$ cat src/rtl/alu_pkg.sv
// alu_pkg: shared opcode/state enums and NZCV flag helpers for alu_seq.
// Build option ALU_MUL_EN selects the iterative multiplier.
package alu_pkg;

  typedef enum logic [2:0] {
    ALU_ADD = 3'b000,
    ALU_SUB = 3'b001,
    ALU_AND = 3'b010,
    ALU_OR  = 3'b011,
    ALU_XOR = 3'b100,
    ALU_SHL = 3'b101,
    ALU_SHR = 3'b110,
    ALU_MUL = 3'b111
  } alu_op_e;

  typedef enum logic [1:0] {
    S_IDLE = 2'd0,
    S_MUL  = 2'd1,
    S_DONE = 2'd2
  } alu_state_e;

  localparam int FLAG_N = 3;
  localparam int FLAG_Z = 2;
  localparam int FLAG_C = 1;
  localparam int FLAG_V = 0;

  function automatic logic [3:0] pack_flags(
    input logic n,
    input logic z,
    input logic c,
    input logic v
  );
    logic [3:0] f;
    f = '0;
    f[FLAG_N] = n;
    f[FLAG_Z] = z;
    f[FLAG_C] = c;
    f[FLAG_V] = v;
    return f;
  endfunction

endpackage

$ cat src/rtl/alu_seq_if.sv
// alu_seq_if: valid/ready operand bus and result bus of alu_seq.
// master = issuing stage, slave = ALU.
interface alu_seq_if #(
  parameter int WIDTH = 8
);
  logic             in_valid;
  logic             in_ready;
  logic [WIDTH-1:0] A;
  logic [WIDTH-1:0] B;
  logic [2:0]       OP_Code;
  logic             out_valid;
  logic             out_ready;
  logic [WIDTH-1:0] Result;
  logic [3:0]       NZCV;
  logic             out_err;

  modport master (
    output in_valid, A, B, OP_Code, out_ready,
    input  in_ready, out_valid, Result, NZCV, out_err
  );

  modport slave (
    input  in_valid, A, B, OP_Code, out_ready,
    output in_ready, out_valid, Result, NZCV, out_err
  );
endinterface

$ cat src/rtl/alu_mul_iter.sv
// alu_mul_iter: unsigned shift-add multiplier, one multiplier bit per cycle.
// product is the value after the current step; valid when done is high.
module alu_mul_iter #(
  parameter int WIDTH = 8
) (
  input  logic               clk,
  input  logic               rst,
  input  logic               start,
  input  logic [WIDTH-1:0]   a,
  input  logic [WIDTH-1:0]   b,
  output logic               busy,
  output logic               done,
  output logic [2*WIDTH-1:0] product
);

  localparam int CW = $clog2(WIDTH);

  logic [2*WIDTH-1:0] p;
  logic [WIDTH-1:0]   mcand;
  logic [WIDTH-1:0]   addend;
  logic [WIDTH:0]     sum;
  logic [CW-1:0]      cnt;

  // High half accumulates, low half shifts the multiplier out LSB first.
  always_comb begin
    addend  = p[0] ? mcand : '0;
    sum     = {1'b0, p[2*WIDTH-1:WIDTH]} + {1'b0, addend};
    product = {sum, p[WIDTH-1:1]};
  end

  assign done = busy && (cnt == CW'(WIDTH - 1));

  // Load operands on start, then step once per cycle for WIDTH cycles.
  always_ff @(posedge clk) begin
    if (rst) begin
      p     <= '0;
      mcand <= '0;
      cnt   <= '0;
      busy  <= 1'b0;
    end else if (start) begin
      p     <= {{WIDTH{1'b0}}, b};
      mcand <= a;
      cnt   <= '0;
      busy  <= 1'b1;
    end else if (busy) begin
      p   <= product;
      cnt <= cnt + 1'b1;
      if (done) begin
        busy <= 1'b0;
      end
    end
  end

endmodule

$ cat src/rtl/alu_seq.sv
// alu_seq: handshaked WIDTH-bit ALU with registered Result/NZCV.
// Define ALU_MUL_EN to build the iterative MUL; otherwise MUL reports out_err.
module alu_seq
  import alu_pkg::*;
#(
  parameter int WIDTH = 8
) (
  input logic       clk,
  input logic       rst,
  alu_seq_if.slave  bus
);

  localparam int SW = $clog2(WIDTH);

  alu_state_e       state;
  alu_op_e          op;
  logic             accept;
  logic             take_mul;
  logic [WIDTH-1:0] res_q;
  logic [3:0]       flags_q;
  logic             valid_q;
  logic             err_q;

  logic [WIDTH-1:0] res_c;
  logic [3:0]       flags_c;
  logic             c_c;
  logic             v_c;
  logic             err_c;
  logic [WIDTH:0]   sum_w;
  logic [WIDTH:0]   dif_w;
  logic [WIDTH:0]   shl_w;
  logic [WIDTH:0]   shr_w;
  logic [SW-1:0]    amt;

  assign op       = alu_op_e'(bus.OP_Code);
  assign amt      = bus.B[SW-1:0];
  assign bus.in_ready =
    (state == S_IDLE) || ((state == S_DONE) && bus.out_ready);
  assign accept   = bus.in_valid && bus.in_ready;

  assign bus.out_valid = valid_q;
  assign bus.Result    = res_q;
  assign bus.NZCV      = flags_q;
  assign bus.out_err   = err_q;

`ifdef ALU_MUL_EN
  logic [2*WIDTH-1:0] mul_prod;
  logic [WIDTH-1:0]   mul_res;
  logic [3:0]         mul_flags;
  logic               mul_busy;
  logic               mul_done;

  assign take_mul = (op == ALU_MUL);
  assign mul_res  = mul_prod[WIDTH-1:0];
  assign mul_flags = pack_flags(
    mul_res[WIDTH-1],
    mul_res == '0,
    |mul_prod[2*WIDTH-1:WIDTH],
    1'b0
  );

  alu_mul_iter #(.WIDTH(WIDTH)) u_mul (
    .clk     (clk),
    .rst     (rst),
    .start   (accept && take_mul),
    .a       (bus.A),
    .b       (bus.B),
    .busy    (mul_busy),
    .done    (mul_done),
    .product (mul_prod)
  );
`else
  assign take_mul = 1'b0;
`endif

  // Single-cycle datapath; carries come from the WIDTH+1-bit results.
  always_comb begin
    res_c = '0;
    c_c   = 1'b0;
    v_c   = 1'b0;
    err_c = 1'b0;
    sum_w = {1'b0, bus.A} + {1'b0, bus.B};
    dif_w = {1'b0, bus.A} - {1'b0, bus.B};
    shl_w = {1'b0, bus.A} << amt;
    shr_w = {bus.A, 1'b0} >> amt;
    unique case (1'b1)
      op == ALU_ADD: begin
        res_c = sum_w[WIDTH-1:0];
        c_c   = sum_w[WIDTH];
        v_c   = (bus.A[WIDTH-1] == bus.B[WIDTH-1]) &&
                (sum_w[WIDTH-1] != bus.A[WIDTH-1]);
      end
      op == ALU_SUB: begin
        res_c = dif_w[WIDTH-1:0];
        c_c   = ~dif_w[WIDTH];
        v_c   = (bus.A[WIDTH-1] != bus.B[WIDTH-1]) &&
                (dif_w[WIDTH-1] != bus.A[WIDTH-1]);
      end
      op == ALU_AND: res_c = bus.A & bus.B;
      op == ALU_OR:  res_c = bus.A | bus.B;
      op == ALU_XOR: res_c = bus.A ^ bus.B;
      op == ALU_SHL: begin
        res_c = shl_w[WIDTH-1:0];
        c_c   = shl_w[WIDTH];
      end
      op == ALU_SHR: begin
        res_c = shr_w[WIDTH:1];
        c_c   = shr_w[0];
      end
      op == ALU_MUL: begin
`ifdef ALU_MUL_EN
        res_c = '0;
`else
        err_c = 1'b1;
`endif
      end
      default: res_c = '0;
    endcase
    flags_c = pack_flags(res_c[WIDTH-1], res_c == '0, c_c, v_c);
  end

  // Control FSM; all result outputs are registered here.
  always_ff @(posedge clk) begin
    if (rst) begin
      state   <= S_IDLE;
      valid_q <= 1'b0;
      res_q   <= '0;
      flags_q <= '0;
      err_q   <= 1'b0;
    end else begin
      unique case (state)
        S_IDLE, S_DONE: begin
          if (accept) begin
            if (take_mul) begin
              state   <= S_MUL;
              valid_q <= 1'b0;
            end else begin
              state   <= S_DONE;
              valid_q <= 1'b1;
              res_q   <= res_c;
              flags_q <= flags_c;
              err_q   <= err_c;
            end
          end else if ((state == S_DONE) && bus.out_ready) begin
            state   <= S_IDLE;
            valid_q <= 1'b0;
          end
        end
`ifdef ALU_MUL_EN
        S_MUL: begin
          if (mul_done) begin
            state   <= S_DONE;
            valid_q <= 1'b1;
            res_q   <= mul_res;
            flags_q <= mul_flags;
            err_q   <= 1'b0;
          end
        end
`endif
        default: begin
          state   <= S_IDLE;
          valid_q <= 1'b0;
        end
      endcase
    end
  end

endmodule
$ cat src/flat_wrapper.sv
// flat-port wrapper written by rule: the top's interface ports become plain ports
module alu_seq_flat import alu_pkg::*;
#(
  parameter int WIDTH = 8
)
  (clk, rst, bus_in_valid, bus_A, bus_B, bus_OP_Code, bus_out_ready, bus_in_ready, bus_out_valid, bus_Result, bus_NZCV, bus_out_err);
  alu_seq_if #(.WIDTH(WIDTH)) bus_i ();
  input logic clk;
  input logic rst;
  input wire logic [$bits(bus_i.in_valid)-1:0] bus_in_valid;
  input wire logic [$bits(bus_i.A)-1:0] bus_A;
  input wire logic [$bits(bus_i.B)-1:0] bus_B;
  input wire logic [$bits(bus_i.OP_Code)-1:0] bus_OP_Code;
  input wire logic [$bits(bus_i.out_ready)-1:0] bus_out_ready;
  output wire logic [$bits(bus_i.in_ready)-1:0] bus_in_ready;
  output wire logic [$bits(bus_i.out_valid)-1:0] bus_out_valid;
  output wire logic [$bits(bus_i.Result)-1:0] bus_Result;
  output wire logic [$bits(bus_i.NZCV)-1:0] bus_NZCV;
  output wire logic [$bits(bus_i.out_err)-1:0] bus_out_err;
  assign bus_i.in_valid = bus_in_valid;
  assign bus_i.A = bus_A;
  assign bus_i.B = bus_B;
  assign bus_i.OP_Code = bus_OP_Code;
  assign bus_i.out_ready = bus_out_ready;
  assign bus_in_ready = bus_i.in_ready;
  assign bus_out_valid = bus_i.out_valid;
  assign bus_Result = bus_i.Result;
  assign bus_NZCV = bus_i.NZCV;
  assign bus_out_err = bus_i.out_err;
  alu_seq #(.WIDTH(WIDTH)) u_core (.clk(clk), .rst(rst), .bus(bus_i));
endmodule
$ cat config.mk
export PLATFORM = sky130hd
export DESIGN_NAME = alu_seq_flat
export DESIGN_NICKNAME = d
export VERILOG_FILES = /design/src/rtl/alu_pkg.sv /design/src/rtl/alu_seq_if.sv /design/src/rtl/alu_mul_iter.sv /design/src/rtl/alu_seq.sv /design/src/flat_wrapper.sv
export SDC_FILE = /design/constraint.sdc
export NUM_CORES = 1
export LEC_CHECK = 0
export ABC_AREA = 1
export BUFFER_PORTS_ARGS = -buffer_cell sky130_fd_sc_hd__buf_2
export CORE_ASPECT_RATIO = 1.2
export CORE_MARGIN = 2
export CORE_UTILIZATION = 42
export DETAILED_ROUTE_END_ITERATION = 8
export GPL_TIMING_DRIVEN = 0
export HOLD_SLACK_MARGIN = 0.15
export PLACE_DENSITY = 0.68
export SYNTH_ARGS = -nofsm -noshare
export SYNTH_HDL_FRONTEND = slang
export SYNTH_SLANG_ARGS = --single-unit
$ cat constraint.sdc
create_clock -name clk -period 4.7 [get_ports clk]
set_input_delay 0.47 -clock clk [delete_from_list [all_inputs] [get_ports clk]]
set_output_delay 0.47 -clock clk [all_outputs]
set_load 0.02 [all_outputs]
==> flow_summary_export.csv <==
group,metric,value,unit
run_status,outcome,"finished, final reports clean",
synthesis,yosys.area_share.xor_xnor,0.00384,
synthesis,synth_top_family_by_area,"simple AND/OR/NAND/NOR gates",
placement,port_buffers,36,
grt,grt_start_max_net_pins,12,
synthesis,synth_compound_gate_area_share,0.0872,
cts,cts_tree,"yes",
setup_path,worstPathRequired,4.88,ns
cts,cts.path.max_buffers,2,
routing,routedWlPerCell,13.7,µm
cts,ctsHtreeMaxLevel,1,
synthesis,synth_cell_type_count,32,
setup_path,path_buf_inv,4,
synthesis,yosys.area_share.simple,0.508,
timing,maxClockFrequency,385,MHz
placement,place_congestion,0.971,
synthesis,synthAdderAreaFrac,0.155,
synthesis,synth_enable_flop_cells,0,
timing,final_min_period_over_clock_period,0.553,
synthesis,yosysWarnings,0,
synthesis,synth-async-reset-ratio,0,
setup_path,critical_path.max_fanout,11,
die,initial_utilization,0.434,
routing,detailedRoute.firstPassIterationCount,5,
grt,grt_first_pass_wirelength,11200,µm
synthesis,post_synth_mux_area_share,0,
placement,hpwlAfterDp,5690,µm
cells_and_area,area_growth,13.3,%
power,post-layout-total-power,0.462,mW
setup_path,start_kind,"input port",
setup_path,timing.critical_path.max_delay_family,"simple AND/OR/NAND/NOR gates",
timing,grt_setup_unrepaired,"no",
timing,fin_worst_skew,0.00306,ns
cts,hold_buffers,0,
timing,final-setup-viol-count,0,
grt,antenna_found_initial,0,
setup_path,worstSetupPathType,"in -> reg",
timing,max_transition_margin,0.611,
power,cellPowerDensity,179,nW/µm²
cts,clockRootBuffer,"clkbuf_8",
routing,dr.first_iter.drc_count,402,
die,boundaryPins,38,
placement,place_worst_setup_slack,1.88,ns
cells_and_area,insertedDiodeCount,0,
synthesis,mappedNetlistArea,2280,µm²
setup_path,cpMaxStageDelayCell,"o21ai_0",
die,floorplan_core_area,5260,µm²
routing,total_detailed_routing_wirelength,7080,µm
synthesis,ys_dominant_reg_cell,"dfxtp_1",
cts,cts_resized,0,
power,worst_ir_drop_vdd,0.0843,mV
cells_and_area,layout.cells.most_common,"nand2_1",
setup_path,critical-path-max-stage-delay,0.48,ns
timing,timing.final.ws_setup,2.10,ns
cells_and_area,post_route_cells_drive_above_1_share,0.138,
worst_hold_path,worst_hold_path_type,"reg -> reg",
timing,report.final.hold_viol_count,0,
synthesis,avgSynthCellArea,5.50,µm²
routing,viasPerCell,5.43,
setup_path,critPathMostFrequentCell,"nand3_1",
routing,detailroute.via_count,2807,
cts,tritoncts.num_buffers,3,
synthesis,post_synth_inst_count,415,
timing,post-route-min-period,2.60,ns
die,die_area,6040,µm²
die,die_h,84.8,µm
grt,first_global_vias,2476,
die,die-width,71.3,µm
die,rows,29,
setup_path,worstPathArrival,2.77,ns
timing,tightest_slew,0.577,ns
grt,grt_usage,0.230,
synthesis,number_of_storage_elements_in_the_synthesis_netlist,13,
synthesis,synth-seq-area-share,0.114,
timing,timing.final.max_slew_violations,0,
run,max-cap-violations,0,
setup_path,chain_of_cells_forming_the_critical_path,"buf_2 -> buf_6 -> inv_2 -> buf_6 -> ha_1 -> o21ai_0 -> nand3_1 -> nand3_1 -> nand3_1 -> nor2_1 -> nand2_1 -> nor2_1 -> nand3_1 -> a21oi_1",
cts,clkSinkCount,13,
cts,post-cts-setup-buffer-count,0,
cts,insertion_delay,0.24,ns
timing,setup_total_negative_slack,0,ns
synthesis,postSynthNetCount,465,
power,total_leakage_power,1.53,nW
setup_path,worst_setup_path_end_kind,"register",
routing,final_antenna_net_count,0,
grt,grt_overflow_total,0,
routing,detail_route.drc_violations,0,
cells_and_area,most-common-layout-cells,"nand2_1, nand3_1, inv_1",
cts,cts.reportedPaths.clkPinSlew,0.05,ns
cells_and_area,final_net_count,506,
==> layer usage <==
metal,GRT usage,up-vias,wire length (µm)
met3,0.0264,30,524
li1,-,1403,-
met5,0,-,0
met1,0.285,1228,2910
met2,0.403,146,3330
met4,0.0858,0,321
==> Yosys cell counts (2+ instances only) <==
master | number | share of area
o211ai_1 | 5 | 0.016
nand4_1 | 4 | 0.011
o21ai_0 | 11 | 0.024
nand3b_1 | 2 | 0.0066
inv_2 | 5 | 0.0082
inv_1 | 55 | 0.090
nor2_2 | 3 | 0.0082
buf_4 | 3 | 0.0099
buf_6 | 2 | 0.0099
buf_2 | 5 | 0.011
nand2_1 | 123 | 0.20
dfxtp_1 | 13 | 0.11
nand3_1 | 77 | 0.17
nor3_1 | 2 | 0.0044
o21ai_1 | 2 | 0.0044
fa_1 | 2 | 0.018
ha_1 | 25 | 0.14
a21oi_1 | 15 | 0.033
nand3_2 | 2 | 0.0088
nor2_1 | 47 | 0.077
==> path summary, 6_finish.rpt <==
path | depth (start not counted) | start | end | slack, ns
max | 14 | bus_B[1] | u_core.bus.NZCV[2] | 2.10
min | 2 | u_core.bus.NZCV[2] | u_core.bus.NZCV[2] | 0.46
max reg2reg | 7 | u_core.bus.out_valid | u_core.bus.Result[4] | 3.28
min reg2reg | 2 | u_core.bus.NZCV[2] | u_core.bus.NZCV[2] | 0.46
==> report_power, final <==
group	switching, mW	internal (mW)	leakage [nW]
combinational	0.159	0.0798	1.40
clock	0.0404	0.0599	0.0228
sequential	0.00406	0.119	0.107
total	0.204	0.258	1.53
==> sequential cells by signal (all words and copies together) (netlist names) <==
| signal | cells |
|---|---|
| u_core.bus.NZCV | 4 |
| u_core.bus.Result | 7 |
| u_core.bus.out_err | 1 |
| u_core.bus.out_valid | 1 |
==> worst reg2reg max path, cell delays in order, from the launching register on <==
cell	delay, ns
dfxtp_1	0.30
nand2_1	0.09
nand2_1	0.22
inv_1	0.24
buf_2	0.24
nand2_1	0.09
o211ai_1	0.09
inv_1	0.05
==> kinds of logic after synthesis <==
logic type | after synthesis
AOI/OAI and AO/OA | 36
xor gates and xnor gates | 1
adders and majority gates | 27
buffers and inverters | 71
DFF | 13
and+or+nand+nor | 267
==> cell type report <==
type / instances / area [µm²]
Buffer: 10 / 70.1
Clock buffer: 4 / 45.0
Fill cell: 579 / 2680
Inverter: 61 / 231
Multi-Input combinational cell: 331 / 1720
Sequential cell: 13 / 260
Tap cell: 62 / 77.6
Timing Repair Buffer: 36 / 180
==> through the flow <==
stage	area, µm²	hold WS (ns)	instances	utilization
2_1_floorplan	2280	0.539	415	-
3_3_place_gp	2540	0.453	513	0.483
3_5_place_dp	2540	0.453	513	0.483
4_1_cts	2580	0.462	517	0.491
5_1_grt	2580	0.479	517	0.491
6_report	2580	0.460	517	0.491
Power figures use the tool's default switching activity.
